==> src/rtl/umi_switch_pkg.sv <==
// Shared definitions for the UMI switch front end.
// Holds the default port-id field position/width inside dstaddr and the
// id -> one-hot port decode used at enqueue time.
package umi_switch_pkg;

    localparam int unsigned UMI_IDLSB = 40;
    localparam int unsigned UMI_IDW   = 3;
    localparam int unsigned UMI_MAXP  = 32;

    // One-hot port vector for a port id; ids >= m fall back to defport.
    // Callers keep the low m bits.
    function automatic logic [UMI_MAXP-1:0] onehot_port(input int unsigned id,
                                                        input int unsigned m,
                                                        input int unsigned defport);
        logic [UMI_MAXP-1:0] vec;
        vec = (id < m) ? (UMI_MAXP'(1) << id) : (UMI_MAXP'(1) << defport);
        return vec;
    endfunction

endpackage

==> src/rtl/umi_ingress_fifo2.sv <==
// Two-entry registered FIFO with the head entry exposed as a register.
// Ports: clk, nreset (async active-low), push/din, pop, full, empty, head.
// Pushes while full and pops while empty are ignored.
module umi_ingress_fifo2 #(
    parameter int unsigned PW = 8
) (
    input  logic          clk,
    input  logic          nreset,
    input  logic          push,
    input  logic [PW-1:0] din,
    input  logic          pop,
    output logic          full,
    output logic          empty,
    output logic [PW-1:0] head
);

    logic [PW-1:0] head_q, head_d;
    logic [PW-1:0] tail_q, tail_d;
    logic [1:0]    count_q, count_d;
    logic          push_ok_c;
    logic          pop_ok_c;

    assign full      = (count_q == 2'd2);
    assign empty     = (count_q == 2'd0);
    assign head      = head_q;
    assign push_ok_c = push & ~full;
    assign pop_ok_c  = pop & ~empty;

    // Next-state: new data lands in head when it would otherwise be empty,
    // so a push concurrent with popping the last entry has no bubble.
    always_comb begin
        head_d  = head_q;
        tail_d  = tail_q;
        count_d = count_q;
        case ({push_ok_c, pop_ok_c})
            2'b10: begin
                if (count_q == 2'd0) head_d = din;
                else                 tail_d = din;
                count_d = count_q + 2'd1;
            end
            2'b01: begin
                if (count_q == 2'd2) head_d = tail_q;
                count_d = count_q - 2'd1;
            end
            2'b11: begin
                if (count_q == 2'd2) begin
                    head_d = tail_q;
                    tail_d = din;
                end else begin
                    head_d = din;
                end
            end
            default: ;
        endcase
    end

    always_ff @(posedge clk or negedge nreset) begin
        if (!nreset) begin
            head_q  <= '0;
            tail_q  <= '0;
            count_q <= 2'd0;
        end else begin
            head_q  <= head_d;
            tail_q  <= tail_d;
            count_q <= count_d;
        end
    end

endmodule

==> src/rtl/umi_switch_ingress.sv <==
// Per-input front end of the UMI switch: decodes dstaddr into a one-hot
// output-port request, buffers up to two transactions and holds the head
// stable until the switch accepts it.
// Ports: clk, nreset, err_clear, umi_in_* (upstream valid/ready stream),
// umi_out_* (request + head payload, ready from switch), route_err.
// Optional: define UMI_SWITCH_INGRESS_ERRCNT_EN to add err_count[15:0],
// a saturating count of out-of-range port ids.
module umi_switch_ingress
    import umi_switch_pkg::*;
#(
    parameter int unsigned DW      = 256,
    parameter int unsigned CW      = 32,
    parameter int unsigned AW      = 64,
    parameter int unsigned M       = 6,
    parameter int unsigned IDLSB   = UMI_IDLSB,
    parameter int unsigned IDW     = UMI_IDW,
    parameter int unsigned DEFPORT = 0
) (
    input  logic          clk,
    input  logic          nreset,
    input  logic          err_clear,
    input  logic          umi_in_valid,
    input  logic [CW-1:0] umi_in_cmd,
    input  logic [AW-1:0] umi_in_dstaddr,
    input  logic [AW-1:0] umi_in_srcaddr,
    input  logic [DW-1:0] umi_in_data,
    output logic          umi_in_ready,
    output logic [M-1:0]  umi_out_request,
    output logic [CW-1:0] umi_out_cmd,
    output logic [AW-1:0] umi_out_dstaddr,
    output logic [AW-1:0] umi_out_srcaddr,
    output logic [DW-1:0] umi_out_data,
    input  logic          umi_out_ready,
    output logic          route_err
`ifdef UMI_SWITCH_INGRESS_ERRCNT_EN
    ,
    output logic [15:0]   err_count
`endif
);

    localparam int unsigned PW = M + CW + 2*AW + DW;

    logic [IDW-1:0] id_c;
    logic [M-1:0]   onehot_c;
    logic           oor_c;
    logic           accept_c;
    logic           pop_c;
    logic           full_c;
    logic           empty_c;
    logic [PW-1:0]  head_c;
    logic [M-1:0]   head_req_c;
    logic           route_err_q, route_err_d;

    // Port decode happens once at enqueue; the vector travels with the entry.
    assign id_c     = umi_in_dstaddr[IDLSB +: IDW];
    assign oor_c    = (32'(id_c) >= M);
    assign onehot_c = M'(onehot_port(32'(id_c), M, DEFPORT));

    assign umi_in_ready = ~full_c;
    assign accept_c     = umi_in_valid & umi_in_ready;
    assign pop_c        = (|umi_out_request) & umi_out_ready;

    umi_ingress_fifo2 #(.PW(PW)) u_fifo (
        .clk    (clk),
        .nreset (nreset),
        .push   (accept_c),
        .din    ({onehot_c, umi_in_cmd, umi_in_dstaddr, umi_in_srcaddr, umi_in_data}),
        .pop    (pop_c),
        .full   (full_c),
        .empty  (empty_c),
        .head   (head_c)
    );

    assign {head_req_c, umi_out_cmd, umi_out_dstaddr, umi_out_srcaddr, umi_out_data} = head_c;
    assign umi_out_request = empty_c ? '0 : head_req_c;

    // Sticky routing error: a new set wins over a same-cycle clear.
    always_comb begin
        route_err_d = route_err_q;
        if (accept_c && oor_c) route_err_d = 1'b1;
        else if (err_clear)    route_err_d = 1'b0;
    end

    always_ff @(posedge clk or negedge nreset) begin
        if (!nreset) route_err_q <= 1'b0;
        else         route_err_q <= route_err_d;
    end

    assign route_err = route_err_q;

`ifdef UMI_SWITCH_INGRESS_ERRCNT_EN
    logic [15:0] err_count_q, err_count_d;

    // Saturating error counter; increment wins over clear.
    always_comb begin
        err_count_d = err_count_q;
        if (accept_c && oor_c) begin
            if (err_count_q != 16'hFFFF) err_count_d = err_count_q + 16'd1;
        end else if (err_clear) begin
            err_count_d = 16'd0;
        end
    end

    always_ff @(posedge clk or negedge nreset) begin
        if (!nreset) err_count_q <= 16'd0;
        else         err_count_q <= err_count_d;
    end

    assign err_count = err_count_q;
`endif

endmodule
==> config.mk <==
export PLATFORM = sky130hd
export DESIGN_NAME = umi_switch_ingress
export DESIGN_NICKNAME = d
export VERILOG_FILES = /design/src/rtl/umi_switch_pkg.sv /design/src/rtl/umi_ingress_fifo2.sv /design/src/rtl/umi_switch_ingress.sv
export SDC_FILE = /design/constraint.sdc
export NUM_CORES = 1
export LEC_CHECK = 0
export BUFFER_PORTS_ARGS = -buffer_cell sky130_fd_sc_hd__buf_2
export CAP_MARGIN = 20
export CORE_AREA = 2 2 327 329
export DETAILED_ROUTE_END_ITERATION = 8
export DIE_AREA = 0 0 329 331
export PLACE_DENSITY = 0.59
export RECOVER_POWER = 50
export SYNTH_ARGS = -nofsm -noshare
export SYNTH_HDL_FRONTEND = slang
export SYNTH_SLANG_ARGS = --single-unit
==> constraint.sdc <==
create_clock -name clk -period 3.1 [get_ports clk]
set_input_delay 0.31 -clock clk [delete_from_list [all_inputs] [get_ports clk]]
set_output_delay 0.31 -clock clk [all_outputs]
set_load 0.03 [all_outputs]
==> results by group <==
Global routing
  • Wire length of the first global-routing pass: 171000 µm
  • Total grt overflow: 0
  • Pin count of the biggest net entering global routing: 167
  • Vias in the first global route: 28100
  • Total global routing track utilization: 19.9%
  • Antenna violations before repair: 6

Floorplanning
  • Effective utilization at floorplan: 39.3%
  • Die outline area: 109000 µm²
  • Boundary Pins: 845
  • Placement row count: 119
  • Core ar.: 105000 µm²
  • X dimension of the die: 329 µm
  • Die height: 331 µm

Finish
  • Fin util: 48.6%
  • Commonest cells after routing, fill and taps aside: sky130_fd_sc_hd__dfrtp_1 (847), sky130_fd_sc_hd__buf_2 (631), sky130_fd_sc_hd__mux2_2 (463)
  • Synthesis-to-finish area growth: 23.6%
  • Final Net Count: 4081
  • Proportion of layout cells with a drive suffix above 1: 46.2%
  • Commonest non-fill, non-tap cell in the layout: sky130_fd_sc_hd__dfrtp_1

STA
  • RSZ-0062 raised after global routing: no
  • Final hold violations: 0
  • Maximum achievable frequency: 345 MHz
  • Setup violations, final: 0
  • Portion of the clock cycle consumed by the worst path in the final layout: 93.5%
  • Pin slew with the least headroom to its limit: 1.59 ns
  • Tightest slew margin relative to the limit: -6.29%
  • Worst-case clock skew: 0.0215 ns
  • Final number of max-transition violations: 87
  • Minimum clock period: 2.90 ns
  • Summed negative setup slack over all endpoints: 0 ns

Worst hold path
  • Origin of the worst min-delay path: umi_in_valid
  • Number of instances on the worst hold path: 5
  • Path category of the worst min-delay check: in2reg
  • Worst hold path endpoint: u_fifo.count_q[0]$_DFFE_PN0P_

Flow run
  • Max_cap viols: 3

Synth
  • Count of cell types in the netlist: 32
  • Largest area contributor in the synthesized netlist: sky130_fd_sc_hd__dfrtp_1
  • Synthesized instance count: 2814
  • Top cell type's share of synthesized area: 51.3%
  • Flip-flop and latch count after synthesis: 847
  • Top post-synthesis cells by area: sky130_fd_sc_hd__dfrtp_1 (51%), sky130_fd_sc_hd__mux2_4 (14%), sky130_fd_sc_hd__mux2_2 (13%)
  • Syn. warnings: 0
  • Sequential fraction of the synthesis area: 51.3%
  • Synthesized Nets: 3238
  • Synthesized area divided by synthesized cell count: 14.7 µm²
  • Synth Cell Area: 41300 µm²

Clocking
  • Sink count of the clock tree: 847
  • Clock buffers created by TritonCTS: 94
  • Clock-pin slew reported for the worst setup and hold paths after clock tree synthesis: 0.06 ns
  • Clk root buf: sky130_fd_sc_hd__clkbuf_16
  • CTS max path bufs: 3
  • Count of cells resized by post-cts repair: 0
  • CTS tree: yes
  • Clk_lat worst skew: 0.67 ns
  • Clock H-tree levels: 3

Power and ir drop
  • Max VDD drop: 0.000741 V
  • Comb pwr share: 52.8%
  • Total power per unit cell area: 1310 nW/µm²
  • Post-layout total power: 66900 µW
  • Net Sw Power: 26800 µW
  • Clock share of power: 16.9%
  • Lkg Pwr: 0.0227 µW
  • Proportion of power drawn by flip-flops and latches: 30.4%
  • Cell Int Power: 40100 µW
  • Switching portion of total power: 40.1%

Worst setup path
  • Required arrival time at the worst endpoint: 3.64 ns
  • Arrival time at the worst endpoint: 3.44 ns
  • CP startpoint kind: flip-flop
  • Top fanout value on the critical path: 42
  • FF-to-FF setup slack: 0.20 ns
  • Combined buffer and inverter count along the critical path: 2
  • Endpoint of the most critical register-to-register path: u_fifo.tail_q[395]$_DFFE_PN0P_
  • Crit path largest cell delay: 0.41 ns
  • Beginning of the worst register-to-register path: u_fifo.head[418]$_DFFE_PN0P_
  • Crit path max-delay cell type: sky130_fd_sc_hd__dfrtp_1
  • Largest delay share family, worst path: simple AND/OR/NAND/NOR gates
  • Crit path capture type: flip-flop
  • Count of cells along the worst register-to-register path: 8
  • Classification of the worst setup path: reg2reg
  • Crit path cell chain: nor4_4 > a21oi_4 > ha_1 > and2_1 > nor3_2 > buf_12 > buf_4 > mux2_2

Placed design
  • Detail Placement HPWL: 74600 µm
  • Count of port buffers added during placement: 844
  • Routability Congestion: 0.786

Route
  • Via total after detailed routing: 27100
  • First-pass iteration count of the detailed router: 5
  • Top Metal Used: met4
  • Antenna violation net count after detailed routing: 0
  • Routed met3 length: 6010 µm
  • # DRC: 0
  • Routed wl met2: 55500 µm
  • Routed length per instance: 22.2 µm
  • Iteration-0 DRC Markers: 1490
  • Final Routed Wirelength: 114000 µm
  • Met1 wire length: 46400 µm
  • Average via count per standard cell: 5.28

Run status
  • Status: finished, violations left
  • Violations in the final reports: max-capacitance violations, max-slew violations
## worst min-delay path: stages
cell	delay (ns)
sky130_fd_sc_hd__buf_2	0.11
sky130_fd_sc_hd__nand2_1	0.07
sky130_fd_sc_hd__buf_4	0.12
sky130_fd_sc_hd__ha_1	0.16
sky130_fd_sc_hd__xnor2_1	0.07
## layer usage
metal	track usage (%)	up-vias
li1	-	11800
met5	0	-
met1	25.1	14100
met3	3.58	268
met2	33.0	902
met4	9.98	0
## Yosys cell counts, drive strengths merged
cell / count
clkbuf: 50
inv: 11
and3b: 2
dfrtp: 847
or3: 1
nor3: 1
nor4: 1
a211o: 1
a21o: 1
a32oi: 6
xnor2: 1
a21oi: 3
nand2: 4
a31oi: 1
o21ai: 1
nor3b: 3
a32o: 417
buf: 601
and2: 1
nor2: 10
o22ai: 1
ha: 3
xor2: 1
a21boi: 1
mux2i: 6
nand2b: 2
mux2: 837
## flip-flops by register name, indices dropped and copies added (netlist names)
register / count
route_err: 1
u_fifo.tail_q: 422
u_fifo.count_q: 2
u_fifo.head: 422
## repair_timing
item	4_1_cts	5_1_grt
buffers inserted	0	0
endpoints found under the hold margin	822	0
hold buffers	419	0
## power groups by stage
stage / logic [µW] / registers, µW / clock network (µW)
4_1_cts: 36000 / 20200 / 11600
6_report: 35300 / 20300 / 11300
2_1_floorplan: 31100 / 19100 / 0
3_5_place_dp: 35400 / 20300 / 0
3_3_place_gp: 35000 / 20200 / 0
5_1_grt: 37300 / 20900 / 12000
## final cells by class
class | instances | area, µm²
Tap cell | 1391 | 1740
Clock buffer | 141 | 2780
Clock inverter | 27 | 337
Inverter | 11 | 41.3
Sequential cell | 847 | 21200
Fill cell | 9150 | 53900
Timing Repair Buffer | 1398 | 9500
Antenna cell | 7 | 17.5
Multi-Input combinational cell | 1305 | 15400
## worst max path at each step
stage / startpoint / to / slack (ns) / cells after the start
global route: nreset / u_fifo.head[135]$_DFFE_PN0P_ / 0.05 / 4
CTS: u_fifo.head[418]$_DFFE_PN0P_ / u_fifo.tail_q[332]$_DFFE_PN0P_ / 0.17 / 8
finish: u_fifo.head[418]$_DFFE_PN0P_ / u_fifo.tail_q[395]$_DFFE_PN0P_ / 0.20 / 8
detailed placement: u_fifo.head[418]$_DFFE_PN0P_ / u_fifo.tail_q[325]$_DFFE_PN0P_ / 0.18 / 8
global placement: u_fifo.head[418]$_DFFE_PN0P_ / u_fifo.tail_q[335]$_DFFE_PN0P_ / 0.20 / 8
floorplan: u_fifo.head[418]$_DFFE_PN0P_ / u_fifo.head[286]$_DFFE_PN0P_ / 0.35 / 12
## cells by family after synthesis
kind of cell | count (synthesis) | synth area share (%)
DFF | 847 | 51.3
muxes | 843 | 26.4
buffers and inverters | 662 | 11.4
AOI/OAI and AO/OA | 432 | 10.4
and+or+nand+nor | 25 | 0.349
adders and majority gates | 3 | 0.0909
xor gates and xnor gates | 2 | 0.0424
## stage by stage
stage | cell area, µm² | worst slack [ns] | cells | hold WS (ns)
2_1_floorplan | 41300 | 0.348 | 2814 | 0.0144
3_3_place_gp | 44200 | 0.200 | 4533 | 0.394
3_5_place_dp | 44200 | 0.182 | 4533 | 0.407
4_1_cts | 51500 | 0.170 | 5120 | 0.155
5_1_grt | 51000 | 0.0500 | 5126 | 0.213
6_report | 51000 | 0.201 | 5127 | 0.208
(Power assumes the default switching activity.)
